--- src/rtl/bcd_alarm_clock_if.sv ---
// Pin bundle for bcd_alarm_clock: user controls in, display digits and status out.
// The master drives the controls; the slave (the clock core) drives the display.
interface bcd_alarm_clock_if;
  logic [3:0] key_n;
  logic       set_time;
  logic       set_alarm;
  logic       fmt_12h;
  logic       alarm_en;
  logic [3:0] hr_msd;
  logic [3:0] hr_lsd;
  logic [3:0] min_msd;
  logic [3:0] min_lsd;
  logic [5:0] sec;
  logic       pm;
  logic       blank;
  logic       alarm_active;
  logic       tick_cs;

  modport master (
    output key_n, set_time, set_alarm, fmt_12h, alarm_en,
    input  hr_msd, hr_lsd, min_msd, min_lsd, sec, pm, blank, alarm_active, tick_cs
  );

  modport slave (
    input  key_n, set_time, set_alarm, fmt_12h, alarm_en,
    output hr_msd, hr_lsd, min_msd, min_lsd, sec, pm, blank, alarm_active, tick_cs
  );
endinterface

--- src/rtl/bcd_alarm_clock.sv ---
// 24-hour time-of-day clock with time/alarm set modes, key auto-repeat,
// 12/24-hour display and an alarm with timeout and dismiss.
module bcd_alarm_clock #(
  parameter int unsigned CLK_HZ    = 50000000,
  parameter int unsigned HOLD_CS   = 50,
  parameter int unsigned REPEAT_CS = 10,
  parameter int unsigned ALARM_CS  = 6000
) (
  input logic              clk,
  input logic              reset,
  bcd_alarm_clock_if.slave bus
);
  localparam int unsigned DIV     = CLK_HZ / 100;
  localparam int unsigned PW      = (DIV > 1) ? $clog2(DIV) : 1;
  localparam int unsigned RPT_MAX = (HOLD_CS > REPEAT_CS) ? HOLD_CS : REPEAT_CS;
  localparam int unsigned RW      = $clog2(RPT_MAX + 1);
  localparam int unsigned AW      = $clog2(ALARM_CS + 1);

  localparam logic [PW-1:0] PreMax  = PW'(DIV - 1);
  localparam logic [RW-1:0] HoldMax = RW'(HOLD_CS - 1);
  localparam logic [RW-1:0] RptMax  = RW'(REPEAT_CS - 1);
  localparam logic [AW-1:0] AlmMax  = AW'(ALARM_CS - 1);

  localparam logic [1:0] StRun      = 2'd0;
  localparam logic [1:0] StSetTime  = 2'd1;
  localparam logic [1:0] StSetAlarm = 2'd2;

  logic [PW-1:0]        pre_q, pre_d;
  logic [6:0]           cs_q, cs_d;
  logic [5:0]           sec_q, sec_d;
  logic [5:0]           min_q, min_d;
  logic [4:0]           hr_q, hr_d;
  logic [5:0]           al_min_q, al_min_d;
  logic [4:0]           al_hr_q, al_hr_d;
  logic [1:0]           mode_q, mode_d;
  logic [3:0]           sync1_q, sync2_q, held_q;
  logic [3:0][RW-1:0]   rpt_cnt_q, rpt_cnt_d;
  logic [3:0]           rpt_on_q, rpt_on_d;
  logic                 alarm_q, alarm_d;
  logic [AW-1:0]        acnt_q, acnt_d;

  logic       tick;
  logic       mode_chg;
  logic [3:0] press;
  logic       carry;
  logic       trigger;

  function automatic logic [5:0] edit_min(logic [5:0] m, logic up, logic dn);
    if (up && !dn) return (m == 6'd59) ? 6'd0 : m + 6'd1;
    if (dn && !up) return (m == 6'd0) ? 6'd59 : m - 6'd1;
    return m;
  endfunction

  function automatic logic [4:0] edit_hr(logic [4:0] h, logic up, logic dn);
    if (up && !dn) return (h == 5'd23) ? 5'd0 : h + 5'd1;
    if (dn && !up) return (h == 5'd0) ? 5'd23 : h - 5'd1;
    return h;
  endfunction

  assign tick     = (pre_q == PreMax);
  assign mode_d   = bus.set_time ? StSetTime : (bus.set_alarm ? StSetAlarm : StRun);
  assign mode_chg = (mode_d != mode_q);
  assign pre_d    = tick ? '0 : pre_q + PW'(1);

  // Edge press plus hold/repeat presses, counted in centisecond ticks while held.
  always_comb begin
    rpt_cnt_d = rpt_cnt_q;
    rpt_on_d  = rpt_on_q;
    press     = held_q & ~sync2_q;
    for (int i = 0; i < 4; i++) begin
      if (sync2_q[i] || mode_chg) begin
        rpt_cnt_d[i] = '0;
        rpt_on_d[i]  = 1'b0;
      end else if (tick) begin
        if ((!rpt_on_q[i] && rpt_cnt_q[i] == HoldMax) ||
            (rpt_on_q[i] && rpt_cnt_q[i] == RptMax)) begin
          press[i]     = 1'b1;
          rpt_cnt_d[i] = '0;
          rpt_on_d[i]  = 1'b1;
        end else begin
          rpt_cnt_d[i] = rpt_cnt_q[i] + RW'(1);
        end
      end
    end
  end

  always_comb begin
    cs_d     = cs_q;
    sec_d    = sec_q;
    min_d    = min_q;
    hr_d     = hr_q;
    al_min_d = al_min_q;
    al_hr_d  = al_hr_q;
    carry    = 1'b0;
    if (mode_q == StSetTime) begin
      cs_d  = '0;
      sec_d = '0;
      min_d = edit_min(min_q, press[1], press[0]);
      hr_d  = edit_hr(hr_q, press[3], press[2]);
    end else if (tick) begin
      if (cs_q == 7'd99) begin
        cs_d = '0;
        if (sec_q == 6'd59) begin
          sec_d = '0;
          carry = 1'b1;
          if (min_q == 6'd59) begin
            min_d = '0;
            hr_d  = (hr_q == 5'd23) ? 5'd0 : hr_q + 5'd1;
          end else begin
            min_d = min_q + 6'd1;
          end
        end else begin
          sec_d = sec_q + 6'd1;
        end
      end else begin
        cs_d = cs_q + 7'd1;
      end
    end
    if (mode_q == StSetAlarm) begin
      al_min_d = edit_min(al_min_q, press[1], press[0]);
      al_hr_d  = edit_hr(al_hr_q, press[3], press[2]);
    end
  end

  // Only a counting minute carry can fire; edits never reach this path.
  assign trigger = carry && bus.alarm_en && (hr_d == al_hr_q) && (min_d == al_min_q);

  always_comb begin
    alarm_d = alarm_q;
    acnt_d  = acnt_q;
    if (!bus.alarm_en) begin
      alarm_d = 1'b0;
    end else if (trigger) begin
      alarm_d = 1'b1;
      acnt_d  = '0;
    end else if (alarm_q) begin
      if (mode_q == StRun && |press) begin
        alarm_d = 1'b0;
      end else if (tick) begin
        if (acnt_q == AlmMax) alarm_d = 1'b0;
        else                  acnt_d  = acnt_q + AW'(1);
      end
    end
  end

  always_ff @(posedge clk) begin
    if (reset) begin
      pre_q     <= '0;
      cs_q      <= '0;
      sec_q     <= '0;
      min_q     <= '0;
      hr_q      <= '0;
      al_min_q  <= '0;
      al_hr_q   <= '0;
      mode_q    <= StRun;
      sync1_q   <= 4'hF;
      sync2_q   <= 4'hF;
      held_q    <= 4'hF;
      rpt_cnt_q <= '0;
      rpt_on_q  <= '0;
      alarm_q   <= 1'b0;
      acnt_q    <= '0;
    end else begin
      pre_q     <= pre_d;
      cs_q      <= cs_d;
      sec_q     <= sec_d;
      min_q     <= min_d;
      hr_q      <= hr_d;
      al_min_q  <= al_min_d;
      al_hr_q   <= al_hr_d;
      mode_q    <= mode_d;
      sync1_q   <= bus.key_n;
      sync2_q   <= sync1_q;
      held_q    <= sync2_q;
      rpt_cnt_q <= rpt_cnt_d;
      rpt_on_q  <= rpt_on_d;
      alarm_q   <= alarm_d;
      acnt_q    <= acnt_d;
    end
  end

  logic [4:0] disp_h, show_h;
  logic [5:0] disp_m;
  logic       pm_w;

  always_comb begin
    disp_h = (mode_q == StSetAlarm) ? al_hr_q : hr_q;
    disp_m = (mode_q == StSetAlarm) ? al_min_q : min_q;
    show_h = disp_h;
    pm_w   = 1'b0;
    if (bus.fmt_12h) begin
      if (disp_h == 5'd0) begin
        show_h = 5'd12;
      end else if (disp_h >= 5'd12) begin
        show_h = (disp_h == 5'd12) ? 5'd12 : disp_h - 5'd12;
        pm_w   = 1'b1;
      end
    end
  end

  assign bus.hr_msd       = 4'(show_h / 5'd10);
  assign bus.hr_lsd       = 4'(show_h % 5'd10);
  assign bus.min_msd      = 4'(disp_m / 6'd10);
  assign bus.min_lsd      = 4'(disp_m % 6'd10);
  assign bus.sec          = (mode_q == StSetAlarm) ? 6'd0 : sec_q;
  assign bus.pm           = pm_w;
  assign bus.blank        = (mode_q != StRun) && (cs_q < 7'd50);
  assign bus.alarm_active = alarm_q;
  assign bus.tick_cs      = tick;
endmodule
--- src/flat_wrapper.sv ---
// flat-port wrapper written by rule: the top's interface ports become plain ports
module bcd_alarm_clock_flat 
#(
  parameter int unsigned CLK_HZ    = 50000000,
  parameter int unsigned HOLD_CS   = 50,
  parameter int unsigned REPEAT_CS = 10,
  parameter int unsigned ALARM_CS  = 6000
)
  (clk, reset, bus_key_n, bus_set_time, bus_set_alarm, bus_fmt_12h, bus_alarm_en, bus_hr_msd, bus_hr_lsd, bus_min_msd, bus_min_lsd, bus_sec, bus_pm, bus_blank, bus_alarm_active, bus_tick_cs);
  bcd_alarm_clock_if bus_i ();
  input logic clk;
  input logic reset;
  input wire logic [$bits(bus_i.key_n)-1:0] bus_key_n;
  input wire logic [$bits(bus_i.set_time)-1:0] bus_set_time;
  input wire logic [$bits(bus_i.set_alarm)-1:0] bus_set_alarm;
  input wire logic [$bits(bus_i.fmt_12h)-1:0] bus_fmt_12h;
  input wire logic [$bits(bus_i.alarm_en)-1:0] bus_alarm_en;
  output wire logic [$bits(bus_i.hr_msd)-1:0] bus_hr_msd;
  output wire logic [$bits(bus_i.hr_lsd)-1:0] bus_hr_lsd;
  output wire logic [$bits(bus_i.min_msd)-1:0] bus_min_msd;
  output wire logic [$bits(bus_i.min_lsd)-1:0] bus_min_lsd;
  output wire logic [$bits(bus_i.sec)-1:0] bus_sec;
  output wire logic [$bits(bus_i.pm)-1:0] bus_pm;
  output wire logic [$bits(bus_i.blank)-1:0] bus_blank;
  output wire logic [$bits(bus_i.alarm_active)-1:0] bus_alarm_active;
  output wire logic [$bits(bus_i.tick_cs)-1:0] bus_tick_cs;
  assign bus_i.key_n = bus_key_n;
  assign bus_i.set_time = bus_set_time;
  assign bus_i.set_alarm = bus_set_alarm;
  assign bus_i.fmt_12h = bus_fmt_12h;
  assign bus_i.alarm_en = bus_alarm_en;
  assign bus_hr_msd = bus_i.hr_msd;
  assign bus_hr_lsd = bus_i.hr_lsd;
  assign bus_min_msd = bus_i.min_msd;
  assign bus_min_lsd = bus_i.min_lsd;
  assign bus_sec = bus_i.sec;
  assign bus_pm = bus_i.pm;
  assign bus_blank = bus_i.blank;
  assign bus_alarm_active = bus_i.alarm_active;
  assign bus_tick_cs = bus_i.tick_cs;
  bcd_alarm_clock #(.CLK_HZ(CLK_HZ), .HOLD_CS(HOLD_CS), .REPEAT_CS(REPEAT_CS), .ALARM_CS(ALARM_CS)) u_core (.clk(clk), .reset(reset), .bus(bus_i));
endmodule
--- config.mk ---
export PLATFORM = sky130hd
export DESIGN_NAME = bcd_alarm_clock_flat
export DESIGN_NICKNAME = d
export VERILOG_FILES = /design/src/rtl/bcd_alarm_clock_if.sv /design/src/rtl/bcd_alarm_clock.sv /design/src/flat_wrapper.sv
export SDC_FILE = /design/constraint.sdc
export NUM_CORES = 1
export LEC_CHECK = 0
export CORE_MARGIN = 3
export CORE_UTILIZATION = 50
export DETAILED_ROUTE_END_ITERATION = 8
export HOLD_SLACK_MARGIN = 0.1
export PLACE_DENSITY = 0.67
export RECOVER_POWER = 100
export SYNTH_ARGS = -nofsm -noshare
export SYNTH_HDL_FRONTEND = slang
export SYNTH_SLANG_ARGS = --single-unit
--- constraint.sdc ---
create_clock -name clk -period 4.93 [get_ports clk]
set_input_delay 1.2325 -clock clk [delete_from_list [all_inputs] [get_ports clk]]
set_output_delay 1.2325 -clock clk [all_outputs]
set_load 0.03 [all_outputs]
# Word-level counts from Yosys, hierarchy flattened
# Cells that the tools add are included.
[totals] reg_bits=110 latchBits=0 ramBits=0 rom_bits=0 inputBits=10 out_inout_bits=26 wordCells=224 memories=0
[classes] addsub=17 multipliers=0 div_mod_pow=4 order_cmp=2 n_eq_ne=24 shifts=0 n_mux=93 bitwise=3 reduce_logical=60
[op_table] cell="$mux W6" count=23
[op_table] cell="$mux W5" count=22
[op_table] cell="$mux W13" count=5
[op_table] cell="$add A6 B1 Y6 const B" count=7
[op_table] cell="$eq A6 B6 Y1 const B" count=7
[op_table] cell="$mux W1" count=40
[op_table] cell="$eq A6 B4 Y1 const B" count=4
[op_table] cell="$add A19 B1 Y19 const B" count=1
[op_table] cell="$eq A19 B19 Y1 const B" count=1
[op_table] cell="$logic_and A1 B1 Y1" count=17
[op_table] cell="$logic_not A5 Y1" count=3
[op_table] cell="$reduce_and A2 Y1" count=7
[op_table] cell="$reduce_or A2 Y1" count=7
[op_table] cell="$add A13 B1 Y13 const B" count=1
[op_table] cell="$eq A13 B13 Y1 const B" count=1
[op_table] cell="$logic_not A6 Y1" count=2
[op_table] cell="$sub A6 B1 Y6 const B" count=2
[op_table] cell="$add A5 B1 Y5 const B" count=2
[op_table] cell="$eq A5 B5 Y1 const B" count=2
[op_table] cell="$reduce_bool A2 Y1" count=5
[op_table] cell="$sub A5 B1 Y5 const B" count=2
[op_table] cell="$logic_not A1 Y1" count=8
[op_table] cell="$logic_or A1 B1 Y1" count=8
[op_table] cell="$add A7 B1 Y7 const B" count=1
[op_table] cell="23 further kinds" count=25

# Logic depth before layout (Yosys ltp)
# Gate-level depths: netlist of run 1.
[logic_depth] word_depth=20 mapped_depth=20 ltp_nobuf=17

# Least setup slack after synthesis of run 1
# No wires, ideal clock.
[synth_path] path_type="reg2out" from="register u_core.mode_q[0]" to="output bus_hr_lsd[1]" arrival_ns=4.811 t_required_ns=3.698 setup_slack_ns=-1.113 stages_incl_launch_ff=19 n_path_buf=2 cell_sequence="dfxtp_1 nand2b_1 clkbuf_1 clkbuf_1 mux2i_1 ha_1 a211oi_1 o21ai_0 and2_1 ha_1 a21oi_1 nor2b_1 xnor2_1 ha_1 nor2_1 a31oi_1 o31ai_1 nand2_1 xnor2_1"
[synth_via] elab_chain_cells=8 word_cells_on_any_way=11 classes_between="add/sub (1); div (1); order compare (1); eq/ne (2); mux (5); reduce/logical (1)"
[synth_lines] element="start: declaration" line="bcd_alarm_clock.sv:35" rtl="logic [1:0] mode_q, mode_d;"
[synth_lines] element="start signal: assignment" line="bcd_alarm_clock.sv:155" rtl="mode_q <= StRun;"
[synth_lines] element="start signal: assignment" line="bcd_alarm_clock.sv:171" rtl="mode_q <= mode_d;"
[synth_lines] element="$eq A2 B2 Y1 (*)" line="bcd_alarm_clock.sv:187" rtl="disp_h = (mode_q == StSetAlarm) ? al_hr_q : hr_q;"
[synth_lines] element="$mux W5 (*)" line="bcd_alarm_clock.sv:187"
[synth_lines] element="$sub A5 B4 Y5 or $eq A5 B4 Y1 (tied branches)" line="bcd_alarm_clock.sv:195" rtl="show_h = (disp_h == 5'd12) ? 5'd12 : disp_h - 5'd12;"
[synth_lines] element="$mux W5" line="bcd_alarm_clock.sv:195"
[synth_lines] element="$mux W5" line="bcd_alarm_clock.sv:194" rtl="end else if (disp_h >= 5'd12) begin"
[synth_lines] element="$mux W5" line="bcd_alarm_clock.sv:192" rtl="if (disp_h == 5'd0) begin"
[synth_lines] element="$mux W5 (*)" line="bcd_alarm_clock.sv:191" rtl="if (bus.fmt_12h) begin"
[synth_lines] element="$mod A5 B4 Y5 (*)" line="bcd_alarm_clock.sv:202" rtl="assign bus.hr_lsd = 4'(show_h % 5'd10);"
[synth_lines] element="end: declaration" line="flat_wrapper.sv:19" rtl="output wire logic [$bits(bus_i.hr_lsd)-1:0] bus_hr_lsd;"
# Every way passes the cells marked *; elsewhere a longest branch is shown, timed or not.

# Worst setup path in the final report of run 1
[layout_path] from="register u_core.mode_q[0]" to="output bus_hr_lsd[2]"
# The elaborated chain is that of the path after synthesis.

==> results of run 1 <==
## final timing paths
path | startpoint | end | slack [ns] | cells after the start
min | u_core.sync1_q[3]$_SDFF_PP1_ | u_core.sync2_q[3]$_SDFF_PP1_ | 0.41 | 1
max reg2reg | u_core.pre_q[14]$_SDFF_PP0_ | u_core.acnt_q[2]$_SDFFE_PP0P_ | 0.13 | 19
min reg2reg | u_core.sync1_q[3]$_SDFF_PP1_ | u_core.sync2_q[3]$_SDFF_PP1_ | 0.41 | 1
max | u_core.mode_q[0]$_SDFF_PP0_ | bus_hr_lsd[2] | 0.006 | 18
## power by group
group	internal (mW)	switching, mW
Combinational	0.174	0.216
Sequential	0.901	0.0188
Clock	0.402	0.359
Total	1.48	0.595
## metal layers
| layer | vias to the layer above | global-route usage (%) | part of all wire [%] |
|---|---|---|---|
| li1 | 3241 | - | - |
| met2 | 162 | 40.84 | 49 |
| met3 | 41 | 5.631 | 4.3 |
| met1 | 3137 | 29.23 | 45 |
| met4 | 0 | 7.392 | 2.2 |
| met5 | - | 0 | 0 |
## sequential cells by signal, summed over array words and instances, names as in the netlist
name                     cells
u_core.held_q                4
u_core.sync1_q               4
u_core.hr_q                  5
u_core.mode_q                2
u_core.al_min_q              6
u_core.cs_q                  7
u_core.acnt_q               13
u_core.al_hr_q               5
u_core.pre_q                19
u_core.rpt_on_q              4
u_core.rpt_cnt_q            24
u_core.min_q                 6
u_core.sec_q                 6
u_core.sync2_q               4
u_core.bus.alarm_active      1
## what timing repair did
item,CTS,global route
endpoints found under the setup margin,5,19
pin swaps,4,10
setup buffers,3,5
gates resized for setup,12,35
hold buffers,0,0
## final cells by class
type                    instances  area (um^2)  area share, %
multi-input cells             695         4671          55.97
flip-flops and latches        110         2205          26.42
repair buffers                 99        820.8          9.835
clock buffers                   9        225.2          2.699
well taps                     176        220.2          2.639
inverters                      33        123.9          1.484
clock inverters                 7        80.08         0.9595
## layout by cell type (no fill, tap or decap), drive strengths merged, types with 4 or more instances in the layout
cell type / count
nor4: 9
a211oi: 13
ha: 36
nand3: 35
o211ai: 7
dlygate4sd3: 15
and3: 15
nand3b: 4
mux2i: 13
xnor2: 36
inv: 36
nand2b: 10
o21ai: 24
nand4: 23
or2: 15
or3: 10
nand2: 72
nor4b: 9
o31ai: 6
buf: 63
nor3b: 4
a21oi: 44
and2: 9
a31oi: 11
clkbuf: 18
dfxtp: 110
nor2b: 9
nor2: 136
xor2: 43
mux2: 6
a311oi: 7
nor3: 31
or4: 5
clkdlybuf4s50: 9
nor4bb: 6
## logic make-up after synthesis
family / count (synthesis)
compound gates: 150
xor+xnor: 79
fa+ha+maj: 36
buf+inv: 81
flops: 110
mux: 19
other cells: 1
simple gates: 408
## metrics by stage
step | setup slack (ns) | instance area [um^2]
5_1_grt | -0.1728 | 8346
3_5_place_dp | -0.4929 | 7824
4_1_cts | 0.01210 | 8175
6_report | 0.006276 | 8346
2_1_floorplan | 0.01075 | 7061
3_3_place_gp | -0.3333 | 7824
==> flow_summary.yaml, run 1 <==
cells_and_area:
  drive_gt1_share_pct: 15.63
  final_nets: 994
  fin_cells: 1129
  fin_util_pct: 62.04
  num_antenna_cells: 0
  area_growth_pct: 19.62
  fillCellCount: 1198
sta:
  skew_ns: 0.008016
  hold_slack_ns: 0.4070
  clock.fmax_mhz: 203.1
  rsz0062_at_grt: "yes"
  final-setup-viol-count: 0
  drv_slew: 38
  setup_tns_ns: 0
  relSlewSlack_pct: -19.24
  fin_crit_sh_pct: 99.87
  hold_violations: 0
  tightest_slew_ns: 1.789
  period_needed_ns: 4.924
min_path:
  hold_path_class: "flip-flop to flip-flop"
synthesis:
  synth_cells: 884
  synth_top_family_by_area: "simple AND/OR/NAND/NOR gates"
  synth_commonest_cells: "nor2_1, dfxtp_1, nand2_1"
  synth_xor_area_share_pct: 9.918
  synth.most_common_cell: "nor2_1"
  synth_cell_types: 69
  synth-simple-area-share_pct: 29.86
  muxShareOfSynthArea_pct: 2.834
  synth_top_area_share_pct: 31.56
  synth_edf_count: 0
  syn-cell-area_um2: 6977
  ys_seq_area_share_pct: 31.56
  synthAdderAreaFrac_pct: 6.456
  synth_area_leaders: "dfxtp_1, nor2_1, ha_1"
  avgSynthCellArea_um2: 7.892
  synth_top_flop_cell: "dfxtp_1"
  synth_seq_cells: 110
  async_reset_ff_share_pct: 0
  yosysTopAreaCell: "dfxtp_1"
  yosysWarnings: 0
  synth_compound_area_share_pct: 14.56
pwr:
  p_leak_nw: 3.090
  p_total_mw: 2.072
  ir_worst_vdd_uv: 196.7
  p_per_area_nw_per_um2: 248.2
place:
  routabilityCongestion: 0.9258
  dpl.hpwl_um: 13010
  place_inst: 1106
  numPortBuffers: 32
grt:
  grt_pass1_vias: 6382
  grt_overflow: 0
  grt_pass1_wl_um: 29570
  grt_max_degree: 38
  antenna_found_initial: 0
  grt.total_usage_pct: 23.70
floorplan:
  die_x_um: 124.1
  dieArea_um2: 15410
  core-area_um2: 13450
  num_rows: 42
  initial_utilization_pct: 51.86
  fp.dieH_um: 124.1
  io_pins: 36
critical_path:
  cp.required_ns: 3.70
  endpoint_kind: "primary output"
  path_max_fanout: 8
  crit_chain: "nand2b_4 > mux2i_2 > ha_4 > a211oi_4 > o21ai_1 > and2_4 > ha_4 > a21oi_4 > nor2b_4 > xnor2_2 > ha_2 > nor2_4 > a31oi_4 > o31ai_4 > buf_6 > a21oi_2 > a31oi_2 > buf_6"
  max_stage_delay_ns: 0.32
  startpoint_type: "flip-flop"
  crit_family: "compound AO/OA/AOI/OAI gates"
  crit_slowest_cell: "dfxtp_2"
  worstSetupPathType: "flip-flop to primary output"
  critPathBufInv: 2
  critPathArrivalTime_ns: 3.69
clocking:
  clockBufferDepth: 2
  htreeDepth: 3
  worstSkewPairLatency_ns: 0.36
  ctsRootBufferMaster: "clkbuf_16"
  clk_pin_slew_ns: 0.08
  clock_sinks: 110
  cts_buffers: 9
  cts_tree: "built"
routing:
  firstDrtPassIters: 7
  drt_iter0_drc: 557
  post_drt_wl_per_cell_um: 16.13
  final_antenna_net_count: 0
  drc: 0
  vias: 6581
  finalWirelength_um: 18210
  vias_per_cell: 5.829
outcome:
  status: "finished with violations"
  violations: "max-capacitance violations, max-slew violations"
job:
  cap_violations: 1
Power figures use the tool's default switching activity.
==> run 2: changes to the inputs <==
--- a/config.mk
+++ b/config.mk
@@ -9,7 +9,7 @@
 export CORE_UTILIZATION = 50
 export DETAILED_ROUTE_END_ITERATION = 8
 export HOLD_SLACK_MARGIN = 0.1
-export PLACE_DENSITY = 0.67
+export PLACE_DENSITY = 0.71
 export RECOVER_POWER = 100
 export SYNTH_ARGS = -nofsm -noshare
 export SYNTH_HDL_FRONTEND = slang
==> run 2 against run 1 <==
Compared with the run above: the flow still finishes with violations (max-capacitance violations, max-slew violations); first-iteration DRC count down 6.8%; sequential cell count unchanged; sequential power is essentially flat; critical path depth decreased by 3; sequential share of layout area increased by 0.14 points; via count fell by 3.8%; critical endpoint is now bus_hr_lsd[3]; largest power group unchanged.
==> flow_summary.yaml, run 2 (synthesized netlist as in run 1, its figures left out) <==
cells_and_area:
  largestRegisters: "u_core.rpt_cnt_q x24, u_core.pre_q x19, u_core.acnt_q x13"
  final_nets: 988
  regMostFlops: "u_core.rpt_cnt_q"
  area_growth_pct: 19.14
  mostFrequentLayoutCells: "nor2_1, dfxtp_1, nand2_1"
  layout_commonest_cell: "nor2_1"
  fin_util_pct: 61.78
  fin_cells: 1123
  drive_gt1_share_pct: 15.84
  largest_register_ffs: 24
  num_antenna_cells: 0
floorplan:
  initial_utilization_pct: 51.86
  core-area_um2: 13450
  io_pins: 36
  num_rows: 42
  die_x_um: 124.1
  dieArea_um2: 15410
  fp.dieH_um: 124.1
routing:
  finalWirelength_um: 16690
  vias: 6330
  drt_iter0_drc: 519
  post_drt_wl_per_cell_um: 14.86
  final_antenna_net_count: 0
  drc: 0
  vias_per_cell: 5.637
  firstDrtPassIters: 5
sta:
  hold_slack_ns: 0.4065
  setup_tns_ns: 0
  tightest_slew_ns: 1.876
  drv_slew: 39
  rsz0062_at_grt: "yes"
  hold_violations: 0
  relSlewSlack_pct: -25.08
  period_needed_ns: 4.871
  setup_slack_ns: 0.05909
  skew_ns: 0.006321
  fin_crit_sh_pct: 98.80
  final-setup-viol-count: 0
  clock.fmax_mhz: 205.3
clocking:
  worstSkewPairLatency_ns: 0.36
  ctsRootBufferMaster: "clkbuf_16"
  clk_pin_slew_ns: 0.07
  ctsHoldBuffers: 0
  cts_tree: "built"
  cts_buffers: 9
  htreeDepth: 3
  clock_sinks: 110
  clockBufferDepth: 2
critical_path:
  r2r_start: "u_core.pre_q[14]$_SDFF_PP0_"
  startpoint_type: "primary input"
  worstReg2RegEnd: "u_core.acnt_q[2]$_SDFFE_PP0P_"
  critPathArrivalTime_ns: 3.64
  path_max_fanout: 3
  r2r_cells: 17
  critPathBufInv: 4
  ff2ff_setup_slack_ns: 0.38
  crit_family: "buffers and inverters"
  endpoint_kind: "primary output"
  worstSetupPathType: "primary input to primary output"
  crit_chain: "clkdlybuf4s15_1 > buf_4 > nand3b_1 > nand2_2 > ha_4 > a21oi_4 > nor2b_4 > xnor2_2 > ha_2 > nor2_4 > a211o_1 > buf_4 > a21oi_2 > xnor2_2 > buf_6"
  max_stage_delay_ns: 0.34
  cp.required_ns: 3.70
  crit_slowest_cell: "a211o_1"
place:
  numPortBuffers: 32
  place_inst: 1098
  routabilityCongestion: 0.9267
  dp_slack_ns: -0.4544
  dpl.hpwl_um: 11710
min_path:
  hold_start: "u_core.sync1_q[1]$_SDFF_PP1_"
  min_delay_path_depth: 1
  hold-path-endpoint: "u_core.sync2_q[1]$_SDFF_PP1_"
  hold_path_class: "flip-flop to flip-flop"
pwr:
  p_leak_nw: 3.093
  ir_worst_vdd_uv: 170.6
  p_per_area_nw_per_um2: 246.7
grt:
  grt_overflow: 0
  grt_pass1_vias: 5689
  grt_pass1_wl_um: 27050
  antenna_found_initial: 0
  grt_max_degree: 39
  grt.total_usage_pct: 21.79
job:
  cap_violations: 1
outcome:
  violations: "max-capacitance violations, max-slew violations"
  status: "finished with violations"
## run 2: routing by layer
layer	vias up	GRT usage, %	part of all wire [%]
met5	-	0	0
met4	0	6.160	1.3
met2	116	36.15	48
met1	2962	28.87	46
li1	3235	-	-
met3	17	4.269	4.1
## run 2: stage by stage
step           instance area (um^2)  power, mW
2_1_floorplan                  7061      1.164
5_1_grt                        8312      2.143
4_1_cts                        8109      2.034
3_3_place_gp                   7764      1.270
6_report                       8312      2.050
3_5_place_dp                   7764      1.273
## run 2: where the power goes
| part | internal, mW | switching, mW | total [mW] |
|---|---|---|---|
| logic | 0.168 | 0.206 | 0.375 |
| registers | 0.901 | 0.0198 | 0.921 |
| clock network | 0.411 | 0.344 | 0.755 |
## run 2: layout make-up
type	count	area (um^2)
Sequential cell	110	2207
Multi-Input combinational cell	695	4667
Fill cell	1205	5141
Inverter	33	123.9
Tap cell	176	220.2
Clock inverter	6	68.82
Clock buffer	10	239.0
Timing Repair Buffer	93	785.8
## run 2: worst max-delay path by stage
stage | startpoint | end | depth (start not counted)
2_1_floorplan | u_core.mode_q[0]$_SDFF_PP0_ | bus_hr_lsd[1] | 18
3_3_place_gp | bus_fmt_12h | bus_hr_msd[0] | 14
3_5_place_dp | bus_fmt_12h | bus_hr_msd[0] | 14
4_1_cts | u_core.mode_q[0]$_SDFF_PP0_ | bus_hr_lsd[2] | 18
5_1_grt | u_core.mode_q[0]$_SDFF_PP0_ | bus_hr_lsd[2] | 19
6_report | bus_fmt_12h | bus_hr_lsd[3] | 15
## run 2: what timing repair did
action | CTS | global route
buffers inserted | 2 | 7
pin swaps | 2 | 4
resized for setup | 13 | 33
setup endpoints to repair | 5 | 20
